`src/rtl/sobel_pkg.sv`:
```
// Shared types and constants for the Sobel window fetch path.
// Holds the fetch FSM encoding, pixel/window sizing and the coordinate clamp.
package sobel_pkg;

  typedef enum logic [2:0] {
    ST_IDLE = 3'd0,
    ST_REQ  = 3'd1,
    ST_WAIT = 3'd2,
    ST_EMIT = 3'd3,
    ST_DONE = 3'd4
  } fetch_state_t;

  localparam int PIX_W   = 8;
  localparam int WIN_N   = 9;
  localparam int COORD_W = 16;
  localparam int K_W     = 4;

  typedef logic [PIX_W-1:0] pixel_t;

  // Edge replication: pull a signed neighbour coordinate back into [0, hi].
  function automatic logic [COORD_W-1:0] clamp_coord(
    input logic signed [COORD_W:0] v,
    input logic [COORD_W-1:0]      hi
  );
    logic [COORD_W-1:0] res;
    if (v < 17'sd0) begin
      res = {COORD_W{1'b0}};
    end else if (v > $signed({1'b0, hi})) begin
      res = hi;
    end else begin
      res = v[COORD_W-1:0];
    end
    return res;
  endfunction

endpackage

```
`src/rtl/window_addr_gen.sv`:
```
// Combinational address generator: maps centre (x,y) and tap k of the 3x3
// window to a frame-memory address with clamped (edge-replicated) borders.
module window_addr_gen
  import sobel_pkg::*;
#(
  parameter int          IMG_WIDTH  = 640,
  parameter int          IMG_HEIGHT = 480,
  parameter logic [31:0] BASE_ADDR  = 32'h0
) (
  input  logic [COORD_W-1:0] x,
  input  logic [COORD_W-1:0] y,
  input  logic [K_W-1:0]     k,
  output logic [31:0]        inaddr
);

  localparam logic [COORD_W-1:0] MAX_C = COORD_W'(IMG_WIDTH - 1);
  localparam logic [COORD_W-1:0] MAX_R = COORD_W'(IMG_HEIGHT - 1);

  logic [1:0]                dr_s;
  logic [1:0]                dc_s;
  logic signed [COORD_W:0]   row_s;
  logic signed [COORD_W:0]   col_s;
  logic [COORD_W-1:0]        r_s;
  logic [COORD_W-1:0]        c_s;

  // Tap decode, signed neighbour coordinates, clamp and row-major address.
  always_comb begin
    dr_s = 2'd0;
    dc_s = 2'd0;
    case (k)
      4'd0:    begin dr_s = 2'd0; dc_s = 2'd0; end
      4'd1:    begin dr_s = 2'd0; dc_s = 2'd1; end
      4'd2:    begin dr_s = 2'd0; dc_s = 2'd2; end
      4'd3:    begin dr_s = 2'd1; dc_s = 2'd0; end
      4'd4:    begin dr_s = 2'd1; dc_s = 2'd1; end
      4'd5:    begin dr_s = 2'd1; dc_s = 2'd2; end
      4'd6:    begin dr_s = 2'd2; dc_s = 2'd0; end
      4'd7:    begin dr_s = 2'd2; dc_s = 2'd1; end
      4'd8:    begin dr_s = 2'd2; dc_s = 2'd2; end
      default: begin dr_s = 2'd0; dc_s = 2'd0; end
    endcase
    // 17-bit signed so that the -1 offset at row/column 0 goes negative.
    row_s  = $signed({1'b0, y}) + $signed({15'd0, dr_s}) - 17'sd1;
    col_s  = $signed({1'b0, x}) + $signed({15'd0, dc_s}) - 17'sd1;
    r_s    = clamp_coord(row_s, MAX_R);
    c_s    = clamp_coord(col_s, MAX_C);
    inaddr = BASE_ADDR + (32'(r_s) * 32'(IMG_WIDTH)) + 32'(c_s);
  end

endmodule

```
`src/rtl/sobel_window_fetch.sv`:
```
// Raster-order 3x3 window fetcher: one master read per tap, nine taps per
// window, each finished window handed to the Sobel stage over valid/ready.
module sobel_window_fetch
  import sobel_pkg::*;
#(
  parameter int          IMG_WIDTH  = 640,
  parameter int          IMG_HEIGHT = 480,
  parameter logic [31:0] BASE_ADDR  = 32'h0
) (
  input  logic                     clk,
  input  logic                     rst,
  input  logic                     start,
  output logic                     readen,
  output logic [31:0]              inaddr,
  input  logic [31:0]              readdata,
  input  logic                     dataready,
  output logic                     win_valid,
  input  logic                     win_ready,
  output logic [WIN_N*PIX_W-1:0]   win,
  output logic [COORD_W-1:0]       win_x,
  output logic [COORD_W-1:0]       win_y,
  output logic                     busy,
  output logic                     done
);

  localparam logic [COORD_W-1:0] LAST_X = COORD_W'(IMG_WIDTH - 1);
  localparam logic [COORD_W-1:0] LAST_Y = COORD_W'(IMG_HEIGHT - 1);

  fetch_state_t         state_r;
  fetch_state_t         state_s;
  logic [COORD_W-1:0]   x_r;
  logic [COORD_W-1:0]   y_r;
  logic [K_W-1:0]       k_r;
  logic [COORD_W-1:0]   x_s;
  logic [COORD_W-1:0]   y_s;
  logic [K_W-1:0]       k_s;
  logic                 store_en_s;
  logic [31:0]          addr_s;
  pixel_t               pix_s;
  logic                 unused_s;

  assign pix_s    = readdata[PIX_W-1:0];
  assign unused_s = ^readdata[31:PIX_W];

  // Address is computed from the next-state coordinates so it registers
  // alongside readen on entry to REQ.
  window_addr_gen #(
    .IMG_WIDTH  (IMG_WIDTH),
    .IMG_HEIGHT (IMG_HEIGHT),
    .BASE_ADDR  (BASE_ADDR)
  ) u_addr_gen (
    .x      (x_s),
    .y      (y_s),
    .k      (k_s),
    .inaddr (addr_s)
  );

  // Next-state logic and raster/tap counter updates.
  always_comb begin
    state_s    = state_r;
    x_s        = x_r;
    y_s        = y_r;
    k_s        = k_r;
    store_en_s = 1'b0;
    case (state_r)
      ST_IDLE: begin
        x_s = {COORD_W{1'b0}};
        y_s = {COORD_W{1'b0}};
        k_s = {K_W{1'b0}};
        if (start) begin
          state_s = ST_REQ;
        end else begin
          state_s = ST_IDLE;
        end
      end
      ST_REQ: begin
        state_s = ST_WAIT;
      end
      ST_WAIT: begin
        if (dataready) begin
          store_en_s = 1'b1;
          if (k_r == 4'd8) begin
            state_s = ST_EMIT;
          end else begin
            k_s     = k_r + 4'd1;
            state_s = ST_REQ;
          end
        end else begin
          state_s = ST_WAIT;
        end
      end
      ST_EMIT: begin
        if (win_ready) begin
          k_s = {K_W{1'b0}};
          if (x_r < LAST_X) begin
            x_s     = x_r + 16'd1;
            state_s = ST_REQ;
          end else if (y_r < LAST_Y) begin
            x_s     = {COORD_W{1'b0}};
            y_s     = y_r + 16'd1;
            state_s = ST_REQ;
          end else begin
            state_s = ST_DONE;
          end
        end else begin
          state_s = ST_EMIT;
        end
      end
      ST_DONE: begin
        state_s = ST_IDLE;
      end
      default: begin
        state_s = ST_IDLE;
      end
    endcase
  end

  // State, counters and registered handshake/status outputs.
  always_ff @(posedge clk) begin
    if (rst) begin
      state_r   <= ST_IDLE;
      x_r       <= {COORD_W{1'b0}};
      y_r       <= {COORD_W{1'b0}};
      k_r       <= {K_W{1'b0}};
      readen    <= 1'b0;
      inaddr    <= 32'h0;
      win_valid <= 1'b0;
      win_x     <= {COORD_W{1'b0}};
      win_y     <= {COORD_W{1'b0}};
      busy      <= 1'b0;
      done      <= 1'b0;
    end else begin
      state_r   <= state_s;
      x_r       <= x_s;
      y_r       <= y_s;
      k_r       <= k_s;
      readen    <= (state_s == ST_REQ);
      if (state_s == ST_REQ) begin
        inaddr <= addr_s;
      end
      win_valid <= (state_s == ST_EMIT);
      if ((state_s == ST_EMIT) && (state_r != ST_EMIT)) begin
        win_x <= x_r;
        win_y <= y_r;
      end
      busy      <= (state_s != ST_IDLE);
      done      <= (state_s == ST_DONE);
    end
  end

  // Nine-slot window store; only written in WAIT, so it is frozen in EMIT.
  always_ff @(posedge clk) begin
    if (rst) begin
      win <= {(WIN_N*PIX_W){1'b0}};
    end else begin
      for (int i = 0; i < WIN_N; i++) begin
        if (store_en_s && (k_r == K_W'(i))) begin
          win[PIX_W*i +: PIX_W] <= pix_s;
        end
      end
    end
  end

endmodule

```
`config.mk`:
```
export PLATFORM = sky130hd
export DESIGN_NAME = sobel_window_fetch
export DESIGN_NICKNAME = d
export VERILOG_FILES = /design/src/rtl/sobel_pkg.sv /design/src/rtl/window_addr_gen.sv /design/src/rtl/sobel_window_fetch.sv
export SDC_FILE = /design/constraint.sdc
export NUM_CORES = 1
export LEC_CHECK = 0
export ABC_AREA = 1
export CORE_UTILIZATION = 40
export DETAILED_ROUTE_END_ITERATION = 12
export PLACE_DENSITY = 0.67
export SYNTH_ARGS = -nofsm -noshare
export SYNTH_HDL_FRONTEND = slang
export SYNTH_SLANG_ARGS = --single-unit
```
`constraint.sdc`:
```
create_clock -name clk -period 13.4 [get_ports clk]
set_input_delay 2.01 -clock clk [delete_from_list [all_inputs] [get_ports clk]]
set_output_delay 2.01 -clock clk [all_outputs]
set_load 0.005 [all_outputs]
```
== Word level (Yosys, flattened, before mapping) ==
Memories as Yosys holds them, arrays and structs flattened.
Cells that the tools add are included.

* Register bits after elaboration: 179
* Memory bits (read-only): 64
* Bits of input ports: 37
* Memories: 1

{| class="wikitable"
|+ Memories
! name !! words !! width !! read ports !! clocked after memory_dff !! write ports !! line !! RTL
|-
| (name not given) || 16 || 4 || 1 || 0 || 0 || window_addr_gen.sv:30 || <nowiki>case (k)</nowiki>
|}

* Add/sub/neg operators: 8
* Multipliers: 1
* $lt $le $gt $ge: 6
* Eq/ne operators: 15
* Mux-type cells: 25
* Reduce and logical (&&, ||, !) cells: 13

{| class="wikitable"
|+ Operators with widths
! cell !! number
|-
| 16-bit two-way mux || 10
|-
| 16-bit one-hot mux with 2 select lines || 2
|-
| 16-bit by 2-bit adder with 17-bit output || 2
|-
| 17-bit by 1-bit less-than comparator with 1-bit output, second input constant || 2
|-
| 17-bit by 2-bit subtractor with 17-bit output, second input constant || 2
|-
| 16-bit by 1-bit adder with 16-bit output, second input constant || 2
|-
| 26-bit by 16-bit adder with 27-bit output || 1
|-
| 16-bit by 3-bit multiplier with 19-bit output, second input constant || 1
|-
| 17-bit by 10-bit greater-than comparator with 1-bit output, second input constant || 1
|-
| 17-bit by 11-bit greater-than comparator with 1-bit output, second input constant || 1
|-
| 4-bit by 3-bit equality test with 1-bit output, second input constant || 4
|-
| 16-bit by 10-bit less-than comparator with 1-bit output, second input constant || 1
|-
| 16-bit by 9-bit less-than comparator with 1-bit output, second input constant || 1
|-
| 3-bit two-way mux || 4
|-
| 4-bit two-way mux || 3
|-
| 3-bit one-hot mux with 4 select lines || 1
|-
| 4-bit one-hot mux with 3 select lines || 1
|-
| 1-bit logical AND || 10
|-
| 3-bit by 2-bit equality test with 1-bit output, second input constant || 3
|-
| 4-bit by 2-bit equality test with 1-bit output, second input constant || 2
|-
| 3-bit by 1-bit equality test with 1-bit output, second input constant || 2
|-
| 4-bit by 1-bit adder with 4-bit output, second input constant || 1
|-
| 4-bit by 1-bit equality test with 1-bit output, second input constant || 1
|-
| 4-bit equality test, second input constant || 1
|-
| 7 further kinds || 9
|}

== Depth between registers and ports, before layout ==
* Depth in word-level cells: 12
* Gate-level depth with buffers: 52
* Mapped depth without buffers: 52

== Hierarchy ==
A second synthesis with hierarchy kept.

* Cell total of the unflattened synthesis: 1,704
* Area total of the unflattened synthesis: 11,489.8 µm²

{| class="wikitable"
|+ By module, submodules not included
! module !! times used !! cells each !! area each (µm²) !! seq. area each (µm²)
|-
| sobel_window_fetch || 1 || 1,040 || 7,724.9 || 3,583.4
|-
| window_addr_gen || 1 || 664 || 3,764.9 || 0.0
|}

== Worst setup path after synthesis ==
No wires, ideal clock.

* Kind: input to register
* Start: in win_ready
* End: reg inaddr[19]
* Setup time: 0.057 ns
* Data arrival time: 7.405 ns
* Slack: 5.937 ns
* Stages: 41
* Path buffers: 1
* Cells stage by stage: buf_2 nor2_1 inv_1 nand2_1 or3_1 o21ai_0 ha_1 nand2_1 o21ai_0 o21ai_0 ha_1 inv_1 ha_1 fa_1 nand3_1 nand2_1 nand4_1 nand2_1 [5 not listed] nand4_1 nor2_1 nand4_1 nor2_1 ha_1 fa_1 a21oi_1 nor2_1 nor2_1 o21ai_1 a21oi_1 o21bai_1 nand2_1 a21oi_1 nand3_1 xor2_1 o21ai_0 inv_1

* Cells in the longest elaborated chain, start to end: 10
* Elaborated cells between the ends (all ways): 24
* Classes of those cells: add/sub: 5; mul: 1; order compare: 4; eq/ne: 1; mux: 12; memory: 1

{| class="wikitable"
|+ Ends and longest elaborated chain
! item !! line !! RTL
|-
| start: declaration || sobel_window_fetch.sv:18 || <nowiki>input logic win_ready,</nowiki>
|-
| 4-bit two-way mux || sobel_window_fetch.sv:93 || <nowiki>if (win_ready) begin</nowiki>
|-
| 4-bit one-hot mux with 3 select lines || sobel_window_fetch.sv:65 || <nowiki>case (state_r)</nowiki>
|-
| memory read 16 x 4 bit || n/a ||
|-
| 16-bit by 2-bit adder with 17-bit output || window_addr_gen.sv:43 || <nowiki>row_s = $signed({1'b0, y}) + $signed({15'd0, dr_s}) - 17'sd1;</nowiki>
|-
| 17-bit by 2-bit subtractor with 17-bit output || window_addr_gen.sv:43 ||
|-
| 17-bit by 10-bit greater-than comparator with 1-bit output || sobel_pkg.sv:28 || <nowiki>end else if (v > $signed({1'b0, hi})) begin</nowiki>
|-
| 16-bit two-way mux || sobel_pkg.sv:28 ||
|-
| 16-bit two-way mux || sobel_pkg.sv:26 || <nowiki>if (v < 17'sd0) begin</nowiki>
|-
| 16-bit by 3-bit multiplier with 19-bit output || window_addr_gen.sv:47 || <nowiki>inaddr = BASE_ADDR + (32'(r_s) * 32'(IMG_WIDTH)) + 32'(c_s);</nowiki>
|-
| 26-bit by 16-bit adder with 27-bit output || window_addr_gen.sv:47 ||
|-
| end signal: assignment || sobel_window_fetch.sv:139 || <nowiki>inaddr <= addr_s;</nowiki>
|-
| end: declaration || sobel_window_fetch.sv:14 || <nowiki>output logic [31:0] inaddr,</nowiki>
|}

Parallel ways exist; a longest one is shown, timed or not.
A chain may end at the register's enable or synchronous reset.

== Worst setup path in the final report ==
Same ends and word-level chain as after synthesis.

==> results_dict.tcl <==
set metrics [dict create \
    clk_pin_slew_ns 0.08 \
    finalSetupViolCount 0 \
    num_rows 58 \
    synth_seq_cells 174 \
    pwr_density_cell_nw_per_um2 93.7 \
    cts_root_buffer "clkbuf_16" \
    required_ns 13.78 \
    synth_warnings 0 \
    ioPinCount 177 \
    setup_tns_ns 0 \
    grt_pass1_vias 8962 \
    muxShareOfSynthArea 0 \
    hp-start "inaddr[26]" \
    cp_slowest_cell "clkdlybuf4s50_1" \
    die-area_um2 26600 \
    peakVddDrop_mv 0.0565 \
    reg2regPathDepth 43 \
    min_path_type "reg -> reg" \
    place_inst 1908 \
    critical_path.startpoint "win_ready" \
    synthFlopType "dfxtp_1" \
    ant_nets 0 \
    synth_compound_area_frac 0.173 \
    critPathMaxStageDelay_ns 0.97 \
    grt_overflow 0 \
    ctsLongestPathBuffers 2 \
    place_hpwl_mm 19.9 \
    place_area_um2 12200 \
    fin_cells 1939 \
    crit_type "in -> reg" \
    antenna_found_initial 0 \
    async_flop_share 0 \
    holdWs_ns 0.449 \
    post-route-min-period_ns 9.17 \
    wirelength_mm 26.2 \
    mostFrequentLayoutCell "nor2_1" \
    timing.slew.headroom 0.199 \
    vias 9691 \
    cts.repair.resized 0 \
    initial_utilization 0.410 \
    synthAdderAreaFrac 0.0997 \
    cp.arrival_ns 9.55 \
    synthXorXnorAreaFrac 0.0431 \
    leakagePower_nw 5.82 \
    tightestPinTransition_ns 1.20 \
    hold_viol_final 0 \
    ys_seq_area_frac 0.335 \
    drive_gt1_frac 0.0609 \
    firstDrtPassIters 5 \
    finalMaxSlewViolations 0 \
    max_freq_mhz 109 \
    grt_max_degree 88 \
    synth_edf_count 0 \
    area_growth_syn_to_layout_pct 22.8 \
    cp_max_fo 20 \
    drc 0 \
    drt_iter0_drc 732 \
    crit_top_cell "o21ai_0" \
    numCtsBuffers 17 \
    diodes 0 \
    hold-path-cell-count 2 \
    period_share 0.685 \
    post_cts_buffers 0 \
    place.gp.congestion 0.887 \
    design_area_um2 12800 \
    multi_input_area_um2 6050 \
    numPortBuffers 147 \
    layout_common_cells "293 x nor2_1, 188 x inv_1, 174 x dfxtp_1, 159 x nand2_1, 146 x clkdlybuf4s50_1" \
    chipWidth_um 163 \
    viasPerCell 5.00 \
    register_area_um2 3480 \
    rsz0062_at_grt "no" \
    clk-insertion-delay-late_ns 0.43 \
    status "finished clean" \
    yosysTopAreaCell "dfxtp_1" \
    worst_setup_path_end_kind "flop" \
    cts_tree "yes" \
    postSynthAreaPerCell_um2 7.17 \
    synth_cell_types 57 \
    worstReg2RegStart "k_r[0]" \
    post-route-util 0.504 \
    synth_top_family_by_area "simple AND/OR/NAND/NOR gates" \
    hold_end "inaddr[26]" \
    syn_area_um2 10400 \
    cts.htree.levels 4 \
    core-area_um2 25300 \
    worstSetupStartpointType "input pin" \
    skew_ns 0.0136 \
    maxCapViolCount 0 \
    clock-sinks 174 \
    yosys.area_share.simple 0.258 \
    r2r_end "inaddr[19]" \
    syn_inst 1450 \
    yosysTopAreaCellShare 0.335 \
    grt_pass1_wl_mm 42.9 \
    chipHeight_um 163 \
    cts_hold_buf 0 \
    track_usage 0.199 \
    fill_cells 2448 \
    wl_per_cell_um 13.5 \
    synth_area_leaders "dfxtp_1 34%, nor2_1 11%, ha_1 9.4%, inv_1 6.8%, o21ai_0 6.4%" \
    reg2reg_slack_ns 6.00 \
    nets 1715 \
]
==> stage by stage <==
step	setup WS, ns	total power, mW
4_1_cts	4.28	1.20
5_1_grt	3.47	1.25
3_3_place_gp	3.98	0.720
2_1_floorplan	5.94	0.656
6_report	4.23	1.20
3_5_place_dp	3.88	0.721
==> sequential cells by signal, indices dropped and copies added (netlist names), 3 cells and up <==
name / flops
state_r: 3
k_r: 4
inaddr: 27
y_r: 16
win_x: 16
win_y: 16
win: 72
x_r: 16
==> worst max-delay path: cells and delay by family <==
kind | cells | cell delay, ns
simple gates | 15 | 2.02
compound gates | 14 | 2.36
fa+ha+maj | 5 | 1.55
xor+xnor | 2 | 0.32
buf+inv | 5 | 1.31
==> cells in the mapped netlist, types with 3 or more instances <==
cell type / instances
nor2_1: 293
xor2_1: 34
o21ai_1: 7
nand3_2: 9
o221ai_1: 6
o31ai_1: 5
nor3_1: 22
o21bai_1: 5
nand4_1: 24
nand3_1: 35
xnor2_1: 14
a211oi_1: 33
a21o_1: 3
nand2_2: 16
buf_4: 5
nand2_4: 4
clkinv_1: 5
nor4_1: 9
o21a_1: 5
a31oi_1: 6
o21ai_0: 133
nor2_2: 10
buf_1: 9
nand3_4: 4
ha_1: 78
fa_1: 3
nand2_1: 159
dfxtp_1: 174
inv_1: 189
o211ai_1: 12
a21oi_1: 77
clkbuf_1: 30
==> cells by family (layout without fill, tap and decap cells) <==
group           count (synthesis)  after routing
simple gates                  596            596
compound gates                306            306
buf+inv                       243            379
flops                         174            174
fa+ha+maj                      81             81
xor+xnor                       49             49
other cells                     1             24
==> worst max path at each step <==
| stage | end | slack, ns |
|---|---|---|
| floorplan | inaddr[19] | 5.94 |
| global placement | inaddr[19] | 3.98 |
| detailed placement | inaddr[19] | 3.88 |
| CTS | inaddr[19] | 4.28 |
| global route | inaddr[19] | 3.47 |
| finish | inaddr[19] | 4.23 |
==> where the power goes <==
part           switching [mW]  internal [mW]  total (mW)
Combinational          0.0911         0.0709       0.162
Sequential             0.0107          0.538       0.549
Clock                   0.237          0.248       0.484
==> routing by layer <==
| metal | GRT usage | part of all wire |
|---|---|---|
| met1 | 0.249 | 0.46 |
| met2 | 0.344 | 0.49 |
| met3 | 0.0300 | 0.032 |
| met4 | 0.0743 | 0.023 |
| met5 | 0 | 0 |
==> layout make-up <==
class,count,share of cell area
Timing Repair Buffer,152,0.118
Inverter,196,0.0577
Clock buffer,17,0.0333
Multi-Input combinational cell,1056,0.474
Sequential cell,174,0.273
Clock inverter,14,0.0113
Tap cell,330,0.0324
No activity file was read; power rests on OpenSTA's default activity.
